$ cat config.mk
export PLATFORM = sky130hd
export DESIGN_NAME = sys_ctrl_mc_flat
export DESIGN_NICKNAME = d
export VERILOG_FILES = /design/src/rtl/sys_ctrl_mc_if.sv /design/src/rtl/sys_ctrl_mc.sv /design/src/flat_wrapper.sv
export SDC_FILE = /design/constraint.sdc
export NUM_CORES = 1
export LEC_CHECK = 0
export ABC_CLOCK_PERIOD_IN_PS = 2600
export CORE_MARGIN = 3
export CORE_UTILIZATION = 30
export DETAILED_ROUTE_END_ITERATION = 10
export GPL_TIMING_DRIVEN = 0
export PLACE_DENSITY = 0.5
export RECOVER_POWER = 25
export SLEW_MARGIN = 25
export SYNTH_ARGS = -nofsm -noshare
export SYNTH_HDL_FRONTEND = slang
export SYNTH_SLANG_ARGS = --single-unit
$ cat constraint.sdc
create_clock -name i_sys_clk -period 2.6 [get_ports i_sys_clk]
set_clock_uncertainty 0.15 [all_clocks]
set_input_delay 0.52 -clock i_sys_clk [delete_from_list [all_inputs] [get_ports i_sys_clk]]
set_output_delay 0.52 -clock i_sys_clk [all_outputs]
set_load 0.02 [all_outputs]
$ cat src/rtl/sys_ctrl_mc_if.sv
// sys_ctrl_mc_if: SMI/SPI IOC register bus between the bus master and sys_ctrl_mc.
// The master drives address, write data, select and strobes; the slave returns read data.
interface sys_ctrl_mc_if;
    logic [4:0] i_ioc;
    logic [7:0] i_data_in;
    logic [7:0] o_data_out;
    logic       i_cs;
    logic       i_fetch_cmd;
    logic       i_load_cmd;

    modport master (
        output i_ioc, i_data_in, i_cs, i_fetch_cmd, i_load_cmd,
        input  o_data_out
    );

    modport slave (
        input  i_ioc, i_data_in, i_cs, i_fetch_cmd, i_load_cmd,
        output o_data_out
    );
endinterface

$ cat src/rtl/sys_ctrl_mc.sv
// sys_ctrl_mc: multi-channel system control register block on the IOC bus.
// Holds version/ID readback, sticky clear-on-read errors, debug mode bits, per-channel
// TX gap and sync-type configuration, and a soft-sync engine (level or timed pulse).
// Optional macro SYS_CTRL_MC_TIMESTAMP_EN adds a 32-bit free-running timestamp with a
// snapshot shadow at IOC 0x0C-0x0F; without it those addresses are unmapped.
module sys_ctrl_mc #(
    parameter int         N_CH           = 2,
    parameter int         GAP_W          = 4,
    parameter logic [7:0] MODULE_VERSION = 8'h02,
    parameter logic [7:0] SYSTEM_VERSION = 8'h01,
    parameter logic [7:0] MANU_ID        = 8'h01
) (
    input  logic                    i_rst_b,
    input  logic                    i_sys_clk,
    sys_ctrl_mc_if.slave            bus,
    input  logic [7:0]              i_err_flags,
    output logic [3:0]              o_debug_modes,
    output logic [N_CH*GAP_W-1:0]   o_tx_sample_gap,
    output logic [N_CH*2-1:0]       o_rx_sync_type,
    output logic [N_CH*2-1:0]       o_tx_sync_type,
    output logic [N_CH-1:0]         o_rx_sync,
    output logic [N_CH-1:0]         o_tx_sync,
    output logic                    o_sync_busy
);

    localparam logic [4:0] IOC_MODULE_VER = 5'h00;
    localparam logic [4:0] IOC_SYSTEM_VER = 5'h01;
    localparam logic [4:0] IOC_MANU_ID    = 5'h02;
    localparam logic [4:0] IOC_ERR        = 5'h03;
    localparam logic [4:0] IOC_DEBUG      = 5'h05;
    localparam logic [4:0] IOC_CH_SEL     = 5'h06;
    localparam logic [4:0] IOC_CH_CFG     = 5'h07;
    localparam logic [4:0] IOC_SOFT_SYNC  = 5'h08;
    localparam logic [4:0] IOC_SYNC_LEN   = 5'h09;
    localparam logic [4:0] IOC_SCRATCH    = 5'h0A;
`ifdef SYS_CTRL_MC_TIMESTAMP_EN
    localparam logic [4:0] IOC_TS0        = 5'h0C;
    localparam logic [4:0] IOC_TS1        = 5'h0D;
    localparam logic [4:0] IOC_TS2        = 5'h0E;
    localparam logic [4:0] IOC_TS3        = 5'h0F;
`endif

    logic                  fetch;
    logic                  load;
    logic [7:0]            err_q;
    logic [3:0]            debug_q;
    logic [1:0]            ch_sel_q;
    logic [N_CH*GAP_W-1:0] gap_q;
    logic [N_CH*2-1:0]     rx_type_q;
    logic [N_CH*2-1:0]     tx_type_q;
    logic [7:0]            sync_len_q;
    logic [7:0]            scratch_q;
    logic [7:0]            rd_data;
    logic [7:0]            data_out_q;
    logic                  sync_wr;
    logic [2*N_CH-1:0]     sync_trig;
    logic [2*N_CH-1:0]     sync_out_q;
    logic [7:0]            sync_cnt_q [2*N_CH];
`ifdef SYS_CTRL_MC_TIMESTAMP_EN
    logic [31:0]           ts_cnt_q;
    logic [31:0]           ts_shadow_q;
`endif

    // A fetch takes priority; a load in the same cycle is dropped.
    assign fetch   = bus.i_cs & bus.i_fetch_cmd;
    assign load    = bus.i_cs & bus.i_load_cmd & ~bus.i_fetch_cmd;
    assign sync_wr = load && (bus.i_ioc == IOC_SOFT_SYNC);

    // Writable configuration registers; ch_cfg writes land only on an existing channel.
    always_ff @(posedge i_sys_clk or negedge i_rst_b) begin
        if (!i_rst_b) begin
            debug_q    <= 4'h0;
            ch_sel_q   <= 2'b00;
            gap_q      <= '0;
            rx_type_q  <= '0;
            tx_type_q  <= '0;
            sync_len_q <= 8'h00;
            scratch_q  <= 8'h00;
        end else if (load) begin
            case (bus.i_ioc)
                IOC_DEBUG:    debug_q  <= bus.i_data_in[3:0];
                IOC_CH_SEL:   ch_sel_q <= bus.i_data_in[1:0];
                IOC_CH_CFG: begin
                    for (int c = 0; c < N_CH; c++) begin
                        if (ch_sel_q == 2'(c)) begin
                            gap_q[c*GAP_W +: GAP_W] <= bus.i_data_in[GAP_W-1:0];
                            rx_type_q[2*c +: 2]     <= bus.i_data_in[5:4];
                            tx_type_q[2*c +: 2]     <= bus.i_data_in[7:6];
                        end
                    end
                end
                IOC_SYNC_LEN: sync_len_q <= bus.i_data_in;
                IOC_SCRATCH:  scratch_q  <= bus.i_data_in;
                default: ;
            endcase
        end
    end

    // Sticky error bits; a clearing fetch reloads with this cycle's flags so new events survive.
    always_ff @(posedge i_sys_clk or negedge i_rst_b) begin
        if (!i_rst_b) begin
            err_q <= 8'h00;
        end else if (fetch && (bus.i_ioc == IOC_ERR)) begin
            err_q <= i_err_flags;
        end else begin
            err_q <= err_q | i_err_flags;
        end
    end

    // Map soft_sync write bits onto outputs: RX channels first, then TX channels.
    always_comb begin
        sync_trig = '0;
        for (int c = 0; c < N_CH; c++) begin
            sync_trig[c]        = bus.i_data_in[c];
            sync_trig[N_CH + c] = bus.i_data_in[4 + c];
        end
    end

    // Soft-sync engine: level mode copies the written bit, pulse mode runs a down-counter
    // that only advances while the length is nonzero, so zeroing it freezes the output.
    always_ff @(posedge i_sys_clk or negedge i_rst_b) begin
        if (!i_rst_b) begin
            sync_out_q <= '0;
            for (int i = 0; i < 2*N_CH; i++) sync_cnt_q[i] <= 8'h00;
        end else begin
            for (int i = 0; i < 2*N_CH; i++) begin
                if (sync_wr && (sync_len_q == 8'h00)) begin
                    sync_out_q[i] <= sync_trig[i];
                    sync_cnt_q[i] <= 8'h00;
                end else if (sync_wr && sync_trig[i]) begin
                    sync_out_q[i] <= 1'b1;
                    sync_cnt_q[i] <= sync_len_q;
                end else if ((sync_len_q != 8'h00) && (sync_cnt_q[i] != 8'h00)) begin
                    sync_cnt_q[i] <= sync_cnt_q[i] - 8'd1;
                    if (sync_cnt_q[i] == 8'd1) sync_out_q[i] <= 1'b0;
                end
            end
        end
    end

`ifdef SYS_CTRL_MC_TIMESTAMP_EN
    // Free-running timestamp, zeroed by a load of TS0; a fetch of TS0 captures the shadow.
    always_ff @(posedge i_sys_clk or negedge i_rst_b) begin
        if (!i_rst_b) begin
            ts_cnt_q    <= 32'h0;
            ts_shadow_q <= 32'h0;
        end else begin
            if (load && (bus.i_ioc == IOC_TS0)) ts_cnt_q <= 32'h0;
            else                                ts_cnt_q <= ts_cnt_q + 32'd1;
            if (fetch && (bus.i_ioc == IOC_TS0)) ts_shadow_q <= ts_cnt_q;
        end
    end
`endif

    // Read mux; unmapped and write-only addresses return zero.
    always_comb begin
        rd_data = 8'h00;
        case (bus.i_ioc)
            IOC_MODULE_VER: rd_data = MODULE_VERSION;
            IOC_SYSTEM_VER: rd_data = SYSTEM_VERSION;
            IOC_MANU_ID:    rd_data = MANU_ID;
            IOC_ERR:        rd_data = err_q;
            IOC_DEBUG:      rd_data = {4'h0, debug_q};
            IOC_CH_SEL:     rd_data = {6'h00, ch_sel_q};
            IOC_CH_CFG: begin
                for (int c = 0; c < N_CH; c++) begin
                    if (ch_sel_q == 2'(c)) begin
                        rd_data[GAP_W-1:0] = gap_q[c*GAP_W +: GAP_W];
                        rd_data[5:4]       = rx_type_q[2*c +: 2];
                        rd_data[7:6]       = tx_type_q[2*c +: 2];
                    end
                end
            end
            IOC_SYNC_LEN:   rd_data = sync_len_q;
            IOC_SCRATCH:    rd_data = scratch_q;
`ifdef SYS_CTRL_MC_TIMESTAMP_EN
            IOC_TS0:        rd_data = ts_cnt_q[7:0];
            IOC_TS1:        rd_data = ts_shadow_q[15:8];
            IOC_TS2:        rd_data = ts_shadow_q[23:16];
            IOC_TS3:        rd_data = ts_shadow_q[31:24];
`endif
            default:        rd_data = 8'h00;
        endcase
    end

    // Registered read data, updated only by a fetch and held otherwise.
    always_ff @(posedge i_sys_clk or negedge i_rst_b) begin
        if (!i_rst_b)   data_out_q <= 8'h00;
        else if (fetch) data_out_q <= rd_data;
    end

    assign bus.o_data_out  = data_out_q;
    assign o_debug_modes   = debug_q;
    assign o_tx_sample_gap = gap_q;
    assign o_rx_sync_type  = rx_type_q;
    assign o_tx_sync_type  = tx_type_q;
    assign o_rx_sync       = sync_out_q[N_CH-1:0];
    assign o_tx_sync       = sync_out_q[2*N_CH-1:N_CH];
    assign o_sync_busy     = |sync_out_q;

endmodule

$ cat src/flat_wrapper.sv
// flat-port wrapper written by rule: the top's interface ports become plain ports
module sys_ctrl_mc_flat 
#(
    parameter int         N_CH           = 2,
    parameter int         GAP_W          = 4,
    parameter logic [7:0] MODULE_VERSION = 8'h02,
    parameter logic [7:0] SYSTEM_VERSION = 8'h01,
    parameter logic [7:0] MANU_ID        = 8'h01
)
  (i_rst_b, i_sys_clk, i_err_flags, o_debug_modes, o_tx_sample_gap, o_rx_sync_type, o_tx_sync_type, o_rx_sync, o_tx_sync, o_sync_busy, bus_i_ioc, bus_i_data_in, bus_i_cs, bus_i_fetch_cmd, bus_i_load_cmd, bus_o_data_out);
  sys_ctrl_mc_if bus_i ();
  input  logic i_rst_b;
  input  logic i_sys_clk;
  input  logic [7:0] i_err_flags;
  output logic [3:0] o_debug_modes;
  output logic [N_CH*GAP_W-1:0] o_tx_sample_gap;
  output logic [N_CH*2-1:0] o_rx_sync_type;
  output logic [N_CH*2-1:0] o_tx_sync_type;
  output logic [N_CH-1:0] o_rx_sync;
  output logic [N_CH-1:0] o_tx_sync;
  output logic o_sync_busy;
  input wire logic [$bits(bus_i.i_ioc)-1:0] bus_i_ioc;
  input wire logic [$bits(bus_i.i_data_in)-1:0] bus_i_data_in;
  input wire logic [$bits(bus_i.i_cs)-1:0] bus_i_cs;
  input wire logic [$bits(bus_i.i_fetch_cmd)-1:0] bus_i_fetch_cmd;
  input wire logic [$bits(bus_i.i_load_cmd)-1:0] bus_i_load_cmd;
  output wire logic [$bits(bus_i.o_data_out)-1:0] bus_o_data_out;
  assign bus_i.i_ioc = bus_i_ioc;
  assign bus_i.i_data_in = bus_i_data_in;
  assign bus_i.i_cs = bus_i_cs;
  assign bus_i.i_fetch_cmd = bus_i_fetch_cmd;
  assign bus_i.i_load_cmd = bus_i_load_cmd;
  assign bus_o_data_out = bus_i.o_data_out;
  sys_ctrl_mc #(.N_CH(N_CH), .GAP_W(GAP_W), .MODULE_VERSION(MODULE_VERSION), .SYSTEM_VERSION(SYSTEM_VERSION), .MANU_ID(MANU_ID)) u_core (.i_rst_b(i_rst_b), .i_sys_clk(i_sys_clk), .bus(bus_i), .i_err_flags(i_err_flags), .o_debug_modes(o_debug_modes), .o_tx_sample_gap(o_tx_sample_gap), .o_rx_sync_type(o_rx_sync_type), .o_tx_sync_type(o_tx_sync_type), .o_rx_sync(o_rx_sync), .o_tx_sync(o_tx_sync), .o_sync_busy(o_sync_busy));
endmodule
Word-level counts from Yosys, hierarchy flattened

Cells that the tools add are included.

Add/sub/neg operators: 4
Eq/ne operators: 14
Multiplexer cells: 32
Bitwise logic cells: 5
Reduce and logical (&&, ||, !) cells: 39

Operators by type and width:

| kind                                             | count |
|---|---|
| 2-to-1 mux 8 bit                                 | 15 |
| case mux 8 bit (8 select lines)                  | 1 |
| nonzero test 8 bit                               | 5 |
| == test 8 x 1 -> 1 bit, second input constant    | 4 |
| subtractor 8 x 1 -> 8 bit, second input constant | 4 |
| nonzero test 3 bit                               | 8 |
| 2-to-1 mux 1 bit                                 | 16 |
| AND reduction 2 bit                              | 8 |
| == test 5 x 3 -> 1 bit, second input constant    | 3 |
| == test 5 x 4 -> 1 bit, second input constant    | 3 |
| logical AND 1 bit                                | 11 |
| == test 5 x 2 -> 1 bit, second input constant    | 2 |
| zero test 8 bit                                  | 1 |
| OR 8 bit                                         | 1 |
| AND reduction 3 bit                              | 2 |
| == test 5 x 1 -> 1 bit, second input constant    | 1 |
| zero test 5 bit                                  | 1 |
| OR reduction 4 bit                               | 1 |
| bitwise AND 1 bit                                | 3 |
| == test 2 x 1 -> 1 bit, second input constant    | 1 |
| zero test 2 bit                                  | 1 |
| OR reduction 2 bit                               | 1 |
| inverter 1 bit                                   | 1 |

Register bits after elaboration: 90
Bits of input ports: 26
Output and inout port bits: 33
Word-level logic and storage cells: 114

Logic depth before layout (Yosys ltp)

Word-level depth: 6
Mapped depth: 8
Mapped depth without buffers: 7

Worst setup path before layout

No wires, ideal clock.

Kind: input to register
Start point: in bus_i_ioc[3]
End point: reg u_core.rx_type_q[0] (netlist: u_core.o_rx_sync_type[0])
Arrival time: 1987 ps
Data required time: 2325 ps
Slack: 338 ps
Cell stages on the path: 5
Path buffers: 2
Cell sequence: buf_2 -> or4_1 -> buf_2 -> nor3_4 -> mux2_2

Word-level cells in the longest chain between the ends: 2

RTL lines:

| what                          | RTL line           | text |
|---|---|---|
| start, declared               | flat_wrapper.sv:22 | `input wire logic [$bits(bus_i.i_ioc)-1:0] bus_i_ioc;` |
| == test 5 x 3 -> 1 bit        | sys_ctrl_mc.sv:80  | `case (bus.i_ioc)` |
| AND reduction 3 bit (no line) | --                 |  |
| end signal, assigned by index | sys_ctrl_mc.sv:87  | `rx_type_q[2*c +: 2] <= bus.i_data_in[5:4];` |
| end, declared                 | sys_ctrl_mc.sv:49  | `logic [N_CH*2-1:0] rx_type_q;` |

No other way between the ends.
A chain may end at the register's enable or synchronous reset.

Worst setup path after layout

Start point: reg u_core.sync_out_q[1]
End point: out o_sync_busy

Word-level cells in the longest chain between the ends: 1

RTL lines:

| what                            | RTL line           | text |
|---|---|---|
| start, declared                 | sys_ctrl_mc.sv:57  | `logic [2*N_CH-1:0] sync_out_q;` |
| start signal, assigned by index | sys_ctrl_mc.sv:128 | `sync_out_q[i] <= sync_trig[i];` |
| OR reduction 4 bit              | sys_ctrl_mc.sv:199 | `assign o_sync_busy = \|sync_out_q;` |
| end, declared                   | flat_wrapper.sv:21 | `output logic o_sync_busy;` |

No other way between the ends.

==> impl_results.md <==
- Row count: 45
- Reg clk slew, reported paths: 0.07 ns
- TritonCTS clock tree: yes
- Total grt overflow: 0
- Tot Pwr: 4510 uW
- Starting Density: 30.8%
- Pins Over Slew Limit: 0
- Pre-Repair DR Iteration Count: 4
- Dpl ws: -0.590 ns
- Via count: 3,852
- Grt met3 use: 4.13%
- Final hold viol count: 0
- Final Worst Setup Slack: 0.126 ns
- Crit Path Max Fanout: 3
- Global Route Usage Sum: 16.3%
- # IOs: 59
- Post-synth net total: 500
- CP startpoint kind: register
- Pwr dens: 753 nW/um2
- Layout cells sized above 1: 14.8%
- Die Height: 131 um
- Crit end category: output pin
- Syn Std Cell Area: 4700 um2
- Ys Warns: 0
- Num CTS Buffers: 9
- Placeable core area: 15,300 um2
- Mean Syn Cell Area: 10.2 um2
- Antenna-violating nets left: 0
- Layer with the highest usage: met2
- Setup TNS: 0 ns
- Fin crit share: 95.2%
- Top cell type's share of synthesized area: 47.9%
- Post-synthesis sequential area ratio: 47.9%
- DRT Wirelength: 13.6 mm
- Worst min-delay path class: register to register
- Top post-synthesis cells by area: dfrtp_1 (48%), mux2_2 (7.2%), o21ai_0 (4.7%)
- GP Congestion: 0.807
- # Max-Cap Violations: 0
- Synth area leader: dfrtp_1
- WP data arrival: 1.80 ns
- Finished Layout Cells: 752
- CP Class: register to output pin
- Clk buf depth: 2
- Setup Viol. Count Final: 0
- Die ar.: 17,200 um2
- Met2 Usage GRT: 26.6%
- Synth Flop Type: dfrtp_1
- Port Buffers: 57
- Worst-Margin Slew: 0.842 ns
- Placed cells: 731
- Maximum vdd ir drop: 403 uV
- CTS Sinks: 90
- Status: finished, final reports clean
- CTS Root Cell: clkbuf_16
- Fmax: 404 MHz
- H-tree depth: 3
- Met1 usage: 21.7%
- N_diodes: 0
- Drt wl/cell: 18.0 um
- LEAKAGE: 0.00248 uW
- Asr flop ratio synth: 100%
- Tmin final: 2.47 ns
- First-pass GRT wire length: 22.2 mm
- Post-DP HPWL: 9.55 mm
- Vias per cell: 5.12
- Relative slew slack: 43.9%
- Synth Instances: 462
- Initial antenna violation count: 0
- Clock latency on the worst-skew pair: 0.35 ns
- Synth cell types: 49
- Vias in the first global route: 4,049
- Final net count: 574
- Synth-to-Final Area Change: 27.3%
- Critical path data required time: 1.93 ns
- Drt drc: 0
- Largest net degree at the start of global routing: 62
- Die width: 131 um
- Initial DRC count: 204
- Number of flops mapped to enable cells by yosys: 0
- Post-synthesis register bit count: 90
[worst max-delay path, stage by stage, from the launching register on]
cell and delay (ns):
dfrtp_1 0.39, or4_1 0.51, clkdlybuf4s50_1 0.55
[synthesized netlist by cell type (all sizes together) (4+ instances only)]
library cell	n
nand4	16
o21ai	45
nand3	18
a22oi	11
ha	12
inv	18
clkbuf	12
dfrtp	90
o211ai	4
xor2	17
nor3b	5
buf	5
nor2	22
a21oi	27
nand4b	4
xnor2	5
mux2	30
nand2b	6
mux2i	8
a21o	8
nor4	9
nor2b	4
a31o	6
nor3	10
a22o	8
nand2	37
[stage by stage]
step                hold WS, ns  instance area, um2  utilization, %
detailed placement        0.274                5560            36.5
floorplan                0.0744                4700               -
CTS                       0.333                5930            38.9
global placement          0.315                5530            36.3
global route              0.351                5980            39.2
finish                    0.326                5980            39.2
[cell usage in the layout (no fill, tap or decap), drive strengths merged, types with 12 or more instances in the layout]
cell            n
a21oi          27
ha             12
inv            21
nor2           22
nand3          18
xor2           17
nand2          37
mux2           30
dfrtp          90
clkbuf         23
o21ai          45
clkdlybuf4s50  53
nand4          16
[cell type report]
| type | instances | area [um2] |
|---|---|---|
| inverter | 18 | 67.6 |
| sequential | 90 | 2250 |
| fill | 1590 | 9280 |
| buffer | 17 | 80.1 |
| timing repair buffer | 63 | 637 |
| clock inverter | 5 | 42.5 |
| multi-input combinational | 337 | 2390 |
| tap | 211 | 264 |
| clock buffer | 11 | 253 |
[path summary, 6_finish.rpt]
| check | startpoint | endpoint | slack, ns | depth (start not counted) |
|---|---|---|---|---|
| worst min-delay path | u_core.err_q[6]$_DFF_PN0_ | u_core.err_q[6]$_DFF_PN0_ | 0.33 | 1 |
| worst min register to register | u_core.err_q[6]$_DFF_PN0_ | u_core.err_q[6]$_DFF_PN0_ | 0.33 | 1 |
| worst max-delay path | u_core.sync_out_q[1]$_DFFE_PN0P_ | o_sync_busy | 0.13 | 2 |
| min in group asynchronous | i_rst_b | u_core.sync_cnt_q[15]$_DFFE_PN0P_ | 0.66 | 2 |
| worst max register to register | u_core.sync_len_q[0]$_DFFE_PN0P_ | u_core.sync_cnt_q[10]$_DFFE_PN0P_ | 0.23 | 5 |
| max in group asynchronous | i_rst_b | u_core.o_tx_sync_type[3]$_DFFE_PN0P_ | 0.87 | 3 |
[logic make-up (layout without fill, tap and decap cells)]
group / after synthesis / in the layout / share of synthesized area (%)
compound gates: 121 / 121 / 16.2
xor+xnor: 22 / 22 / 4.10
fa+ha+maj: 12 / 12 / 3.19
buf+inv: 35 / 114 / 2.90
flops: 90 / 90 / 47.9
mux: 38 / 38 / 8.89
simple gates: 144 / 144 / 16.8
[what timing repair did]
item | CTS | global route
hold buffers | 1 | 0
endpoints found under the hold margin | 29 | 0
buffers inserted | 3 | 1
gates resized for setup | 10 | 14
setup endpoints to repair | 50 | 62
pin swaps | 1 | 2
[flip-flops by register name, summed over array words and instances (netlist names)]
name	cells
u_core.bus.o_data_out	8
u_core.sync_len_q	8
u_core.err_q	8
u_core.ch_sel_q	2
u_core.scratch_q	8
u_core.o_tx_sync_type	4
u_core.o_rx_sync_type	4
u_core.sync_out_q	4
u_core.o_tx_sample_gap	8
u_core.sync_cnt_q	32
u_core.o_debug_modes	4
[per-layer routing]
layer	up-vias	part of all wire, %	wire length [um]
met5	-	0	0
met4	0	1.3	177
met3	11	4.5	617
met2	84	48	6510
met1	1911	46	6270
li1	1846	-	-
[power breakdown]
part           total [uW]  internal, uW  switching, uW
clock                1310           713            600
combinational        1230           585            640
sequential           1970          1670            297
total                4510          2970           1540
Power figures use the tool's default switching activity.
